--- src/rtl/fifo_param.sv ---
// fifo_param - parametrised synchronous FIFO with occupancy count,
// programmable almost-full/almost-empty thresholds, concurrent read+write
// and sticky overflow/underflow error flags.
//
// Compile-time option: define FIFO_BTN_EDGE_EN to condition wr/rd as raw
// push-button inputs (2-flop synchroniser + release-edge detect). Without it,
// wr/rd are used directly as per-cycle request strobes.
//
// Ports:
//   clk          clock, rising edge
//   rst          asynchronous active-high reset
//   wr, rd       write / read request
//   in           write data, sampled on an accepted write
//   clr_err      synchronous clear of overflow/underflow
//   out          registered read data, valid the cycle after an accepted read
//   empty, full  occupancy == 0 / == 2**AW
//   almost_full  count >= AF_LVL
//   almost_empty count <= AE_LVL
//   count        occupancy, 0..2**AW
//   overflow     sticky: a write was rejected
//   underflow    sticky: a read was rejected
module fifo_param #(
  parameter int unsigned DW     = 8,
  parameter int unsigned AW     = 2,
  parameter int unsigned AF_LVL = 3,
  parameter int unsigned AE_LVL = 1
) (
  input  logic          clk,
  input  logic          rst,
  input  logic          wr,
  input  logic          rd,
  input  logic [DW-1:0] in,
  input  logic          clr_err,
  output logic [DW-1:0] out,
  output logic          empty,
  output logic          full,
  output logic          almost_full,
  output logic          almost_empty,
  output logic [AW:0]   count,
  output logic          overflow,
  output logic          underflow
);

  localparam int unsigned DEPTH   = 2 ** AW;
  localparam logic [AW:0] DEPTH_C = (AW+1)'(DEPTH);
  localparam logic [AW:0] AF_C    = (AW+1)'(AF_LVL);
  localparam logic [AW:0] AE_C    = (AW+1)'(AE_LVL);
  localparam logic [AW:0] CNT_ONE = (AW+1)'(1);
  localparam logic [AW-1:0] PTR_ONE = AW'(1);

  logic [DW-1:0] mem [DEPTH];
  logic [AW-1:0] wrp, rdp;
  logic          wreq, rreq, wacc, racc;
  logic [AW:0]   count_nxt;

`ifdef FIFO_BTN_EDGE_EN
  logic wr_s1, wr_s2, rd_s1, rd_s2;

  always_ff @(posedge clk or posedge rst) begin
    if (rst) begin
      wr_s1 <= 1'b0;
      wr_s2 <= 1'b0;
      rd_s1 <= 1'b0;
      rd_s2 <= 1'b0;
    end else begin
      wr_s1 <= wr;
      wr_s2 <= wr_s1;
      rd_s1 <= rd;
      rd_s2 <= rd_s1;
    end
  end

  // One-cycle pulse on button release: older sample high, newer sample low.
  assign wreq = ~wr_s1 & wr_s2;
  assign rreq = ~rd_s1 & rd_s2;
`else
  assign wreq = wr;
  assign rreq = rd;
`endif

  // A write while full is only accepted when a read frees the slot in the
  // same cycle; no write-to-read bypass when empty.
  assign wacc = wreq & (~full | rreq);
  assign racc = rreq & ~empty;

  always_comb begin
    count_nxt = count;
    if (wacc && !racc)
      count_nxt = count + CNT_ONE;
    else if (racc && !wacc)
      count_nxt = count - CNT_ONE;
  end

  // Storage is intentionally left out of reset.
  always_ff @(posedge clk) begin
    if (wacc)
      mem[wrp] <= in;
  end

  always_ff @(posedge clk or posedge rst) begin
    if (rst) begin
      wrp          <= '0;
      rdp          <= '0;
      count        <= '0;
      out          <= '0;
      empty        <= 1'b1;
      full         <= 1'b0;
      almost_empty <= 1'b1;
      almost_full  <= (AF_C == '0);
      overflow     <= 1'b0;
      underflow    <= 1'b0;
    end else begin
      if (wacc)
        wrp <= wrp + PTR_ONE;
      if (racc) begin
        rdp <= rdp + PTR_ONE;
        out <= mem[rdp];
      end

      // Flags come from the next count so they line up with count itself.
      count        <= count_nxt;
      empty        <= (count_nxt == '0);
      full         <= (count_nxt == DEPTH_C);
      almost_full  <= (count_nxt >= AF_C);
      almost_empty <= (count_nxt <= AE_C);

      // A new error in the same cycle wins over clr_err.
      if (wreq && !wacc)
        overflow <= 1'b1;
      else if (clr_err)
        overflow <= 1'b0;

      if (rreq && !racc)
        underflow <= 1'b1;
      else if (clr_err)
        underflow <= 1'b0;
    end
  end

endmodule

--- config.mk ---
export PLATFORM = sky130hd
export DESIGN_NAME = fifo_param
export DESIGN_NICKNAME = d
export VERILOG_FILES = /design/src/rtl/fifo_param.sv
export SDC_FILE = /design/constraint.sdc
export NUM_CORES = 1
export LEC_CHECK = 0
export BUFFER_PORTS_ARGS = -buffer_cell sky130_fd_sc_hd__buf_2
export CAP_MARGIN = 0
export CORE_MARGIN = 10
export CORE_UTILIZATION = 50
export DETAILED_ROUTE_END_ITERATION = 8
export PLACE_DENSITY = 0.81
export SLEW_MARGIN = 40
export SYNTH_ARGS = -nofsm -noshare
export SYNTH_HDL_FRONTEND = slang
export SYNTH_SLANG_ARGS = --single-unit
--- constraint.sdc ---
create_clock -name clk -period 3.7 [get_ports clk]
set_input_delay 0.74 -clock clk [delete_from_list [all_inputs] [get_ports clk]]
set_output_delay 0.74 -clock clk [all_outputs]
set_load 0.01 [all_outputs]
==> results of run 1 <==
-- sequential cells by signal (all words and copies together) (netlist names) --
| name | count |
|---|---|
| count | 3 |
| almost_full | 1 |
| out | 8 |
| wrp | 2 |
| almost_empty | 1 |
| rdp | 2 |
| underflow | 1 |
| mem | 32 |
| full | 1 |
| empty | 1 |
| overflow | 1 |
-- worst max-delay path, stage by stage --
cell      delay (ps)
buf_2            150
inv_1            110
a21boi_1         410
and2_1           450
-- where the power goes --
part | internal [mW] | switching (mW) | total (mW)
sequential | 0.813 | 0.122 | 0.935
combinational | 0.306 | 0.280 | 0.586
clock | 0.200 | 0.175 | 0.374
-- cell usage after synthesis, drive strengths merged, types with 2 or more instances --
library cell / count / share of area
mux2: 9 / 0.048
mux4: 8 / 0.083
inv: 8 / 0.014
xnor2: 5 / 0.020
o21ai: 2 / 0.0046
nor2: 2 / 0.0035
ha: 6 / 0.035
and2: 4 / 0.012
nand2: 3 / 0.0052
dfrtp: 19 / 0.22
dfstp: 2 / 0.024
edfxtp: 32 / 0.44
buf: 4 / 0.013
and2b: 2 / 0.0081
-- worst paths after layout --
kind                                    start                endpoint  slack, ps  cells after the start
max                                        rd     mem[2][1]$_DFFE_PP_       1800                      4
max reg2reg                rdp[0]$_DFFE_PP0P_      out[2]$_DFFE_PP0P_       2000                      2
min reg2reg                out[7]$_DFFE_PP0P_      out[7]$_DFFE_PP0P_        510                      1
max in group asynchronous                 rst  almost_empty$_DFF_PP1_       2920                      2
min                                       rst      out[1]$_DFFE_PP0P_        430                      2
min in group clk           out[7]$_DFFE_PP0P_      out[7]$_DFFE_PP0P_        510                      1
-- per-layer routing --
metal / share of wire / global-route usage / vias up / wire, um
met5: 0 / 0 / - / 0
met4: 0.022 / 0.0479 / 0 / 88
met3: 0.058 / 0.0407 / 10 / 227
met2: 0.50 / 0.178 / 40 / 1960
met1: 0.42 / 0.141 / 568 / 1670
li1: - / - / 509 / -
-- layout make-up --
cell class / count / area (um^2) / share of cell area
sequential: 53 / 1490 / 0.606
multi-input combinational: 56 / 624 / 0.254
timing repair buffer: 29 / 145 / 0.0591
clock buffer: 6 / 72.6 / 0.0295
tap: 50 / 62.6 / 0.0255
clock inverter: 2 / 33.8 / 0.0137
inverter: 8 / 30.0 / 0.0122
-- layout by cell type, fill, tap and decap left out, drive strengths merged, types with 3 or more instances in the layout --
cell / n
xnor2: 5
clkbuf: 6
mux4: 8
and2: 4
dfrtp: 19
buf: 29
inv: 8
mux2: 9
ha: 6
edfxtp: 32
nand2: 3
-- cells by family after synthesis --
kind of cell	after synthesis	synth area share
xor+xnor	6	0.0242
simple gates	17	0.0519
flops	53	0.686
buf+inv	12	0.0265
fa+ha+maj	6	0.0346
compound gates	9	0.0409
mux	18	0.136
==> reports/metrics.csv, run 1 <==
stage,metric,value,unit
clock_network,Post-CTS Hold Buffers,0,
clock_network,post-cts resize count,0,
sta,skew final,7.72,ps
placed_design,PortBufs,29,
placed_design,GP Congestion,0.731,
finish,share of layout cells above drive strength 1,0.383,
worst_hold_path,Hold Path Class,in2async,
sta,minimum clock period,1900,ps
global_routing,grt total ovfl,0,
worst_setup_path,worst endpoint data arrival time,1870,ps
worst_setup_path,WP data required,3660,ps
drt,DRT iter0 DRCs,107,
drt,detailed-route via count,1127,
power_and_ir_drop,pwr/cell area,771,mW/mm^2
global_routing,GRT Total Usage,0.115,
sta,Final setup viols,0,
finish,final core occ,0.601,
flow_run,Max Cap Viol,0,
worst_setup_path,CP max FO,8,
floorplanning,initial cell density of the core,0.531,
floorplanning,io pins,30,
floorplanning,die height,85.9,um
finish,post-route cell area,0.00246,mm^2
synthesis,Yosys warnings,0,
synthesis,sequential cell area fraction in the yosys report,0.686,
synthesis,Syn Area/Cell,17.9,um^2
sta,Fmax achieved,526,MHz
status,status,"finished, final reports clean",
clock_network,Worst-Skew Late Latency,310,ps
power_and_ir_drop,Final Power,1.90,mW
clock_network,clock buffer depth,2,
clock_network,TritonCTS clock tree,yes,
clock_network,clk slew on worst S/H paths,90,ps
clock_network,total CTS buffers,5,
floorplanning,Core Area,0.00409,mm^2
drt,DRC viols,0,
sta,TNS Setup,0,ps
synthesis,Synth Net Count,140,
placed_design,Setup WS pre-CTS,1490,ps
clock_network,H-Tree Depth,2,
sta,Tcrit/Tclk final,0.514,
sta,slew margin rel.,0.628,
sta,final setup margin,1800,ps
global_routing,initial antenna violation count,0,
floorplanning,Die ar.,0.00738,mm^2
drt,antenna-violating nets left,0,
synthesis,Seq cells post-synth,53,
finish,Filler Cell Count,307,
sta,Final Hold Viols,0,
floorplanning,Die Wd,85.9,um
placed_design,cell count after placement,196,
drt,Avg WL per Cell,19.3,um
placed_design,DP HPWL,2930,um
synthesis,Syn Std Cell Area,0.00217,mm^2
synthesis,"Distinct cells, synth",34,
power_and_ir_drop,peak supply drop,0.291,mV
drt,routed wire length,3940,um
finish,NumNets Final,172,
worst_setup_path,Crit Path Category,in2reg,
floorplanning,Std-Cell Rows,23,
global_routing,largest net degree at the start of global routing,22,
drt,Vias/cell,5.52,
finish,Area Growth Syn to Fin,13.2,%
synthesis,fraction of registers with async set/reset,0.396,
synthesis,most used flip-flop cell after synthesis,edfxtp_1,
drt,drt pass-1 iters,4,
global_routing,first-pass GRT wire length,6460,um
sta,RSZ-0062 raised after global routing,false,
clock_network,clock root buffer,clkbuf_8,
clock_network,clock sinks,53,
power_and_ir_drop,Leakage Power,0.982,nW
finish,ant diodes,0,
worst_setup_path,Crit. End Element,flop,
sta,Min Hold Slack,429,ps
synthesis,Post-synth EDFFs,32,
placed_design,placed inst area,0.00235,mm^2
sta,Pins Over Slew Limit,0,
global_routing,vias in the first global route,1170,
finish,Finished Layout Cells,204,
sta,Worst-Margin Slew,559,ps
worst_setup_path,type of origin of the critical path,input port,
clock_network,post-CTS setup buffer count,0,
synthesis,Syn Inst Count,121,
Note: power is estimated with default switching activity, not from simulation.
==> run 2, diff against run 1 <==
- PLACE_DENSITY: 0.81 -> 0.84
- clock period: 3.7 -> 1.6 ns (I/O delays scaled with it)
==> reports/metrics.csv, run 2 (same netlist as run 1, synthesis figures left out) <==
stage,metric,value,unit,change
drt,Vias/cell,5.29,,-4.2%
floorplanning,initial cell density of the core,0.531,,unchanged
finish,most flop-heavy register,mem,,
sta,Final setup viols,1,,+1
sta,Fmax achieved,623,MHz,
floorplanning,Die Wd,85.9,um,unchanged
floorplanning,io pins,30,,unchanged
global_routing,initial antenna violation count,0,,unchanged
drt,routed wire length,3980,um,+0.91%
power_and_ir_drop,peak supply drop,0.836,mV,+190%
power_and_ir_drop,pwr/cell area,1810,mW/mm^2,+130%
global_routing,routing usage on met3,0.0255,,-0.0151
global_routing,first-pass GRT wire length,6670,um,+3.2%
clock_network,total CTS buffers,5,,unchanged
sta,minimum clock period,1610,ps,
finish,Filler Cell Count,290,,-5.5%
placed_design,GP Congestion,0.779,,+6.6%
power_and_ir_drop,Leakage Power,1.08,nW,+10%
finish,ant diodes,0,,unchanged
global_routing,vias in the first global route,1299,,+11%
worst_hold_path,hold path startpoint,clr_err,,
clock_network,TritonCTS clock tree,yes,,
sta,Pins Over Slew Limit,0,,unchanged
worst_setup_path,slowest cell on the critical path,dfrtp_1,,
power_and_ir_drop,Final Power,4.78,mW,+150%
floorplanning,die height,85.9,um,unchanged
worst_hold_path,Hold Path End,underflow$_DFFE_PP0P_,,
floorplanning,Core Area,0.00409,mm^2,unchanged
global_routing,GR Util met2,0.206,,+0.0270
finish,"commonest non-fill, non-tap cells in the layout","edfxtp_1, buf_2, dfrtp_1",,
clock_network,clock sinks,53,,unchanged
drt,antenna-violating nets left,0,,unchanged
worst_setup_path,WP data required,1820,ps,-1840 ps
worst_setup_path,worst endpoint data arrival time,1820,ps,-50 ps
global_routing,grt peak-use layer,met2,,
clock_network,clk slew on worst S/H paths,90,ps,about the same
finish,share of layout cells above drive strength 1,0.482,,+0.0992
drt,detailed-route via count,1164,,+3.3%
drt,drt pass-1 iters,5,,+1
placed_design,DP HPWL,2950,um,+0.61%
placed_design,placed inst area,0.00245,mm^2,+4.4%
worst_setup_path,Worst R2R Setup Slack,-6,ps,-2010 ps
global_routing,GRT Total Usage,0.115,,+0.000372
drt,DRT iter0 DRCs,146,,+36%
clock_network,clock root buffer,clkbuf_8,,
sta,slew margin rel.,0.697,,+0.0694
drt,DRC viols,0,,unchanged
finish,NumNets Final,188,,+9.3%
flow_run,Max Cap Viol,0,,unchanged
worst_setup_path,RR Endpoint,full$_DFF_PP0_,,
floorplanning,Die ar.,0.00738,mm^2,unchanged
finish,post-route cell area,0.00265,mm^2,+7.7%
worst_setup_path,CP max stage delay,430,ps,-20 ps
sta,RSZ-0062 raised after global routing,true,,
drt,Avg WL per Cell,18.1,um,-6.4%
global_routing,largest net degree at the start of global routing,19,,-14%
finish,Finished Layout Cells,220,,+7.8%
worst_setup_path,Reg2Reg Depth,5,,+3
worst_setup_path,CP Cell Sequence,ha_2 -> and4_1 -> a211oi_2 -> xnor2_2 -> nor3b_2,,
status,violated checks,negative setup slack,,
sta,skew final,11.1,ps,+3.34 ps
sta,Worst-Margin Slew,451,ps,-107 ps
finish,Area Growth Syn to Fin,21.9,%,
worst_setup_path,CP max FO,5,,-3
floorplanning,Std-Cell Rows,23,,unchanged
finish,Largest regs,"mem (32), out (8), count (3)",,
worst_setup_path,type of origin of the critical path,flop,,
worst_hold_path,Hold Path Cell Cnt,2,,
placed_design,PortBufs,29,,unchanged
sta,Final Hold Viols,0,,unchanged
clock_network,clock buffer depth,2,,unchanged
clock_network,Worst-Skew Late Latency,300,ps,about the same
sta,Min Hold Slack,208,ps,-221 ps
worst_setup_path,Crit Path Category,reg2reg,,
worst_hold_path,Hold Path Class,in2reg,,
global_routing,grt total ovfl,0,,unchanged
global_routing,GR Layer Usage met1,0.125,,-0.0152
finish,"most common cell after layout, fill and taps aside",edfxtp_1,,
sta,TNS Setup,-5.59,ps,-5.59 ps
sta,final setup margin,-5.59,ps,-1800 ps
status,status,"finished, violations left",,
finish,max reg flops,32,,unchanged
worst_setup_path,reg-to-reg startpoint,count[0]$_DFF_PP0_,,
clock_network,H-Tree Depth,2,,unchanged
placed_design,cell count after placement,208,,+6.1%
sta,Tcrit/Tclk final,1.00,,
worst_setup_path,Crit. End Element,flop,,
run 2: final cells by class:
class | instances | area, um^2 | share of cell area
tap | 50 | 62.6 | 0.0236
clock inverter | 3 | 47.5 | 0.0180
clock buffer | 5 | 68.8 | 0.0260
timing repair buffer | 45 | 280 | 0.106
sequential | 53 | 1490 | 0.563
multi-input combinational | 56 | 668 | 0.252
inverter | 8 | 30.0 | 0.0113
run 2: how the worst max path moves through the flow:
stage	end	cells after the start	slack [ps]	start
after global placement	almost_full$_DFF_PP0_	6	80	count[1]$_DFF_PP0_
after CTS	full$_DFF_PP0_	5	-20	count[0]$_DFF_PP0_
final	full$_DFF_PP0_	5	-6	count[0]$_DFF_PP0_
after floorplan	almost_full$_DFF_PP0_	6	40	count[1]$_DFF_PP0_
after detailed placement	full$_DFF_PP0_	6	-70	count[1]$_DFF_PP0_
after global routing	full$_DFF_PP0_	5	-80	count[0]$_DFF_PP0_
run 2: what timing repair did:
action	in CTS	in global routing
cloned	0	0
buffers inserted	3	0
endpoints found under the setup margin	4	4
gates resized for setup	3	5
endpoints found under the hold margin	7	0
hold buffers	1	0
pin swaps	2	2
run 2: critical path, delay by kind of cell, from the launching register on:
| kind | cells | cell delay, ps |
|---|---|---|
| AOI/OAI and AO/OA | 1 | 270 |
| xor gates and xnor gates | 1 | 190 |
| adders and majority gates | 1 | 200 |
| DFF | 1 | 430 |
| and+or+nand+nor | 2 | 430 |
run 2: power by group:
group	total [mW]	leakage, nW	internal (mW)	switching (mW)
logic	1.75	0.483	0.953	0.793
clock network	0.917	0.0591	0.477	0.440
registers	2.12	0.541	1.88	0.240
run 2: layer usage:
metal  wire (um)  part of all wire  vias up
met3         132             0.033        7
met2        2160              0.54       27
li1            -                 -      540
met4          92             0.023        0
met5           0                 0        -
met1        1600              0.40      590
run 2: through the flow:
stage / setup slack, ps / utilization
floorplan: 44.9 / -
global placement: 77.5 / 0.600
detailed placement: -69.5 / 0.600
CTS: -22.0 / 0.644
global route: -77.1 / 0.648
finish: -5.59 / 0.648
